==> src/rtl/control_pkg.sv <==
`default_nettype none
// ============================================================================
// Module   : control_pkg
// Purpose  : Shared constants for the cruise controller: change-request
//            encodings, alertness thresholds and parameter defaults.
// Revision : 1.0 - initial release
// ============================================================================
package control_pkg;

  // Driver change-request encodings
  localparam logic [1:0] c_chg_none   = 2'b00;
  localparam logic [1:0] c_chg_resume = 2'b01;
  localparam logic [1:0] c_chg_up     = 2'b10;
  localparam logic [1:0] c_chg_down   = 2'b11;

  // Alertness thresholds: 0 is unresponsive, 3 and above is fully trusted
  localparam logic [2:0] c_alert_off  = 3'd0;
  localparam logic [2:0] c_alert_full = 3'd3;

  // Parameter defaults for the controller
  localparam int c_def_max_speed  = 200;
  localparam int c_def_set_step   = 5;
  localparam int c_def_brake_step = 4;

endpackage : control_pkg
`default_nettype wire

==> src/rtl/control_speed_comparator.sv <==
`default_nettype none
// ============================================================================
// Module   : speed_comparator
// Purpose  : Combinational unsigned 8-bit magnitude compare, one-hot result.
// Revision : 1.0 - initial release
// ============================================================================
module speed_comparator (
  input  logic [7:0] a,
  input  logic [7:0] b,
  output logic       gt,
  output logic       eq,
  output logic       lt
);

  // One-hot magnitude flags of a relative to b
  always_comb begin
    gt = (a > b);
    eq = (a == b);
    lt = (a < b);
  end

endmodule : speed_comparator
`default_nettype wire

==> src/rtl/control.sv <==
`default_nettype none
// ============================================================================
// Module   : control
// Purpose  : Cruise-speed controller. Derives a new target speed from the
//            driver request, compares it with the current speed and issues
//            a registered brake / throttle command plus a predicted speed.
//            Optional macro CONTROL_ALERT_EN compiles in driver-alertness
//            gating of the change request; otherwise hooshyari is ignored.
// Revision : 1.0 - initial release
// ============================================================================
module control
  import control_pkg::*;
#(
  parameter int MAX_SPEED  = c_def_max_speed,
  parameter int SET_STEP   = c_def_set_step,
  parameter int BRAKE_STEP = c_def_brake_step
) (
  input  logic       clock,
  input  logic       reset,
  input  logic [7:0] speed,
  input  logic [7:0] vfeli,
  input  logic [2:0] hooshyari,
  input  logic [1:0] change,
  output logic       tormoz,
  output logic [2:0] pashesh,
  output logic       gt,
  output logic       eq,
  output logic       lt,
  output logic [1:0] changewire,
  output logic [7:0] vout1,
  output logic [7:0] vfelinew
);

  localparam logic [8:0] c_max        = 9'(MAX_SPEED);
  localparam logic [8:0] c_set_step   = 9'(SET_STEP);
  localparam logic [7:0] c_brake_step = 8'(BRAKE_STEP);

  logic [7:0] w_speed;
  logic [7:0] w_vfeli;
  logic       w_alert_off;
  logic [1:0] w_change;
  logic [8:0] w_sum;
  logic [8:0] w_diff;
  logic [7:0] w_target;
  logic       w_gt;
  logic       w_eq;
  logic       w_lt;
  logic [7:0] w_up;
  logic [7:0] w_dn;
  logic       w_tormoz;
  logic [2:0] w_pashesh;
  logic [7:0] w_vfelinew;

  logic       r_tormoz;
  logic [2:0] r_pashesh;
  logic       r_gt;
  logic       r_eq;
  logic       r_lt;
  logic [1:0] r_changewire;
  logic [7:0] r_vout1;
  logic [7:0] r_vfelinew;

  // Clamp both speed inputs to MAX_SPEED before anything else sees them
  always_comb begin
    w_speed = ({1'b0, speed} > c_max) ? c_max[7:0] : speed;
    w_vfeli = ({1'b0, vfeli} > c_max) ? c_max[7:0] : vfeli;
  end

`ifdef CONTROL_ALERT_EN
  // Gate the request by alertness: none when unresponsive, no speed-up when drowsy
  always_comb begin
    w_alert_off = (hooshyari == c_alert_off);
    w_change    = change;
    if (w_alert_off) begin
      w_change = c_chg_none;
    end else if ((hooshyari < c_alert_full) && (change == c_chg_up)) begin
      w_change = c_chg_none;
    end
  end
`else
  logic w_unused_alert;

  // Alertness ignored: the driver is treated as fully alert
  always_comb begin
    w_alert_off    = 1'b0;
    w_change       = change;
    w_unused_alert = ^hooshyari;
  end
`endif

  // New target speed with saturation at 0 and MAX_SPEED using 9-bit math
  always_comb begin
    w_sum  = {1'b0, w_speed} + c_set_step;
    w_diff = {1'b0, w_speed} - c_set_step;
    case (w_change)
      c_chg_up:     w_target = (w_sum > c_max) ? c_max[7:0] : w_sum[7:0];
      c_chg_down:   w_target = w_diff[8] ? 8'd0 : w_diff[7:0];
      c_chg_resume: w_target = w_vfeli;
      default:      w_target = w_speed;
    endcase
    if (w_alert_off) begin
      w_target = 8'd0;
    end
  end

  speed_comparator u_cmp (
    .a  (w_vfeli),
    .b  (w_target),
    .gt (w_gt),
    .eq (w_eq),
    .lt (w_lt)
  );

  // Throttle up to 7 steps when slow, brake by at most BRAKE_STEP when fast
  always_comb begin
    w_tormoz   = 1'b0;
    w_pashesh  = 3'd0;
    w_vfelinew = w_vfeli;
    w_up       = w_target - w_vfeli;
    w_dn       = w_vfeli - w_target;
    if (w_lt) begin
      w_pashesh  = (w_up > 8'd7) ? 3'd7 : w_up[2:0];
      w_vfelinew = w_vfeli + {5'd0, w_pashesh};
    end else if (w_gt) begin
      w_tormoz   = 1'b1;
      w_vfelinew = w_vfeli - ((w_dn > c_brake_step) ? c_brake_step : w_dn);
    end
  end

  // Output registers, cleared asynchronously by reset
  always_ff @(posedge clock or posedge reset) begin
    if (reset) begin
      r_tormoz     <= 1'b0;
      r_pashesh    <= 3'd0;
      r_gt         <= 1'b0;
      r_eq         <= 1'b0;
      r_lt         <= 1'b0;
      r_changewire <= 2'b00;
      r_vout1      <= 8'd0;
      r_vfelinew   <= 8'd0;
    end else begin
      r_tormoz     <= w_tormoz;
      r_pashesh    <= w_pashesh;
      r_gt         <= w_gt;
      r_eq         <= w_eq;
      r_lt         <= w_lt;
      r_changewire <= w_change;
      r_vout1      <= w_target;
      r_vfelinew   <= w_vfelinew;
    end
  end

  assign tormoz     = r_tormoz;
  assign pashesh    = r_pashesh;
  assign gt         = r_gt;
  assign eq         = r_eq;
  assign lt         = r_lt;
  assign changewire = r_changewire;
  assign vout1      = r_vout1;
  assign vfelinew   = r_vfelinew;

endmodule : control
`default_nettype wire

==> config.mk <==
export PLATFORM = sky130hd
export DESIGN_NAME = control
export DESIGN_NICKNAME = d
export VERILOG_FILES = /design/src/rtl/control_pkg.sv /design/src/rtl/control_speed_comparator.sv /design/src/rtl/control.sv
export SDC_FILE = /design/constraint.sdc
export NUM_CORES = 1
export LEC_CHECK = 0
export ABC_CLOCK_PERIOD_IN_PS = 800
export CELL_PAD_IN_SITES_DETAIL_PLACEMENT = 0
export CELL_PAD_IN_SITES_GLOBAL_PLACEMENT = 1
export CORE_ASPECT_RATIO = 1.4
export CORE_UTILIZATION = 36
export CTS_BUF_LIST = sky130_fd_sc_hd__clkbuf_8 sky130_fd_sc_hd__clkbuf_16
export DETAILED_ROUTE_END_ITERATION = 12
export PLACE_DENSITY_LB_ADDON = 0.1
export REMOVE_ABC_BUFFERS = 1
export SETUP_SLACK_MARGIN = 0.02
export SYNTH_ARGS = -nofsm -noshare
export SYNTH_HDL_FRONTEND = slang
export SYNTH_SLANG_ARGS = --single-unit
==> constraint.sdc <==
create_clock -name clock -period 0.8 [get_ports clock]
set_input_delay 0.08 -clock clock [delete_from_list [all_inputs] [get_ports clock]]
set_output_delay 0.08 -clock clock [all_outputs]
set_load 0.03 [all_outputs]
==> results_dict.tcl <==
set metrics [dict create \
    run_status "finished, violations left" \
    violated_checks "setup timing" \
    synth.cell_area_sq_um 2850 \
    drive_above_1_share 0.563 \
    final_cells 660 \
    hp-class "primary input to asynchronous set/reset pin" \
    holdBufCountCts 0 \
    vdd_ir_drop_max_uv 1050 \
    fin_util 0.694 \
    wl_per_cell_microns 16.5 \
    critical_path.max_fanout 4 \
    cts_inserted_buffers 3 \
    clkTransAtPathRegs_ns 0.10 \
    cp_data_arrival_time_ns 5.04 \
    setup_repair_after_global_routing_missed_its_margin "true" \
    cts.htree.levels 1 \
    cpLargestDelayFamily "compound AO/OA/AOI/OAI gates" \
    crit_path_end_kind "flop" \
    drt.antenna.violating_nets 0 \
    postSynthRegisterBits 24 \
    final_net_count 614 \
    ratio_of_final_minimum_period_to_clock_period 6.01 \
    grt_pass1_vias 3519 \
    chipWidth_microns 77.2 \
    gp_routability_congestion 0.878 \
    detailedRoute.firstPassIterationCount 4 \
    portBuffers 44 \
    yosys_warnings 0 \
    cts_buffer_depth 2 \
    netlist_instances 359 \
    report.final.slew_viol_count 0 \
    data_required_time_at_the_worst_endpoint_ns 1.03 \
    dieHeight_microns 107 \
    synth_to_final_area_change_pct 87.8 \
    first_pass_grt_wire_length_mm 16.6 \
    timing.critical_path.from_type "primary input" \
    total_setup_violations_reported_at_the_end_of_the_flow 47 \
    tritoncts "done" \
    synth_edf_count 0 \
    finalSetupTns_ns -59.69 \
    area_of_the_core_sq_um 7700 \
    yosysSeqAreaShare 0.211 \
    post_synth_num_cell_types 72 \
    fmax_mhz 208 \
    path_class "primary input to flop" \
    maxCapViolations 0 \
    post_place_setup_slack_ns -5.14 \
    hold_violations 0 \
    gr-total-overflow 0 \
    average_instance_area_after_synthesis_sq_um 7.93 \
    remaining_drc_errors 0 \
    finish.instance_area_sq_um 5350 \
    dpl-instance-area_sq_um 4350 \
    time_the_final_worst_path_needs_with_i_o_delays_and_setup_ns 4.81 \
    antenna_found_initial 0 \
    leakage_uw 0.00242 \
    placed_cells 630 \
    layout_setup_ws_ns -4.01 \
    grtUsageTotal 0.258 \
    clock-sinks 24 \
    power.density_cell_area_nw_per_um2 1560 \
    routed_via_density 5.37 \
    initial_utilization 0.370 \
    finalWirelength_mm 10.9 \
    critPathMostFrequentCell "ha_4" \
    antenna-diode-count 0 \
    worstPathBufferInverterCount 1 \
    worst_path_max_delay_cell "or4_4" \
    drt_first_iter_violations 90 \
    routed-via-count 3545 \
    dieArea_sq_um 8280 \
    cts_root_buffer "clkbuf_8" \
    hpwl_detailed_mm 8.20 \
    worst_path_largest_cell_delay_ns 0.42 \
    pin_count_of_the_biggest_net_entering_global_routing 25 \
    num_rows 38 \
    main_flop_type_after_synthesis "dfrtp_1" \
    async_reset_ff_frac 1.00 \
    io_pins 48 \
]
cell type report:
type / count / area [sq um]
Clock buffer: 3 / 41.3
Sequential cell: 24 / 601
Timing Repair Buffer: 212 / 1820
Clock inverter: 1 / 30.0
Inverter: 21 / 81.3
Multi-Input combinational cell: 299 / 2650
Fill cell: 630 / 2350
Tap cell: 100 / 125
how the worst max path moves through the flow:
stage                                 end      from  depth (start not counted)  slack (ns)
floorplan           vfelinew[5]$_DFF_PP0_  speed[3]                         27       -4.53
global placement    vfelinew[5]$_DFF_PP0_  speed[7]                         27       -5.01
detailed placement  vfelinew[5]$_DFF_PP0_  speed[7]                         27       -5.14
CTS                 vfelinew[5]$_DFF_PP0_  speed[4]                         27       -4.08
global route        vfelinew[5]$_DFF_PP0_  speed[3]                         27       -4.21
finish              vfelinew[5]$_DFF_PP0_  speed[3]                         27       -4.01
per-layer routing:
| layer | GRT usage | routed length, microns |
|---|---|---|
| met5 | 0 | 0 |
| met4 | 0.136 | 546 |
| met3 | 0.0170 | 249 |
| met2 | 0.531 | 6300 |
| met1 | 0.249 | 3790 |
where the power goes:
| part | switching (uW) | internal [uW] |
|---|---|---|
| sequential | 105 | 1420 |
| clock | 493 | 672 |
| combinational | 2760 | 2900 |
layout by cell type, fill, tap and decap left out, drive strengths merged, types with 7 or more instances in the layout:
cell type and instances:
inv 20, o21ai 26, nor2 27, and2 9, xnor2 11, nor3 7
a21oi 33, dfrtp 24, a21o 8, nand2 38, ha 26, buf 198
clkdlybuf4s50 10
synth_stat cells (all sizes together) (5+ instances only):
cell type | number | share of area
a21o | 8 | 0.022
a21oi | 33 | 0.061
a31oi | 6 | 0.013
and2 | 9 | 0.020
buf | 9 | 0.020
clkbuf | 9 | 0.012
dfrtp | 24 | 0.21
ha | 26 | 0.11
inv | 20 | 0.026
mux2i | 5 | 0.018
nand2 | 38 | 0.051
nand2b | 6 | 0.013
nor2 | 27 | 0.036
nor2b | 6 | 0.013
nor3 | 7 | 0.012
nor4 | 5 | 0.016
o21ai | 26 | 0.050
o22ai | 5 | 0.011
xnor2 | 11 | 0.034
per-stage QoR:
| stage | power (uW) | hold WS [ns] |
|---|---|---|
| 6_report | 8350 | 0.116 |
| 4_1_cts | 7760 | 0.123 |
| 2_1_floorplan | 3820 | 0.0946 |
| 3_5_place_dp | 5990 | 0.438 |
| 5_1_grt | 8820 | 0.150 |
| 3_3_place_gp | 5940 | 0.429 |
what timing repair did:
item                       CTS  global route
cloned                       0             1
pin swaps                   53            52
setup endpoints to repair   47            48
resized for setup          128            83
setup buffers               11            17
sequential cells by signal (all words and copies together), names as in the netlist:
signal,cells
eq,1
pashesh,3
vfelinew,8
lt,1
changewire,2
vout1,8
gt,1
cells by family (layout without fill, tap and decap cells):
kind of cell	count (synthesis)	in the layout	synth area share
other	1	4	0.00132
multiplexers	6	6	0.0215
AO/OA/AOI/OAI	122	122	0.298
flip-flops	24	24	0.211
buffers and inverters	39	237	0.0593
adder cells (fa/ha/maj)	30	30	0.142
AND/OR/NAND/NOR	122	122	0.220
XOR/XNOR	15	15	0.0461
No activity file was read; power rests on OpenSTA's default activity.
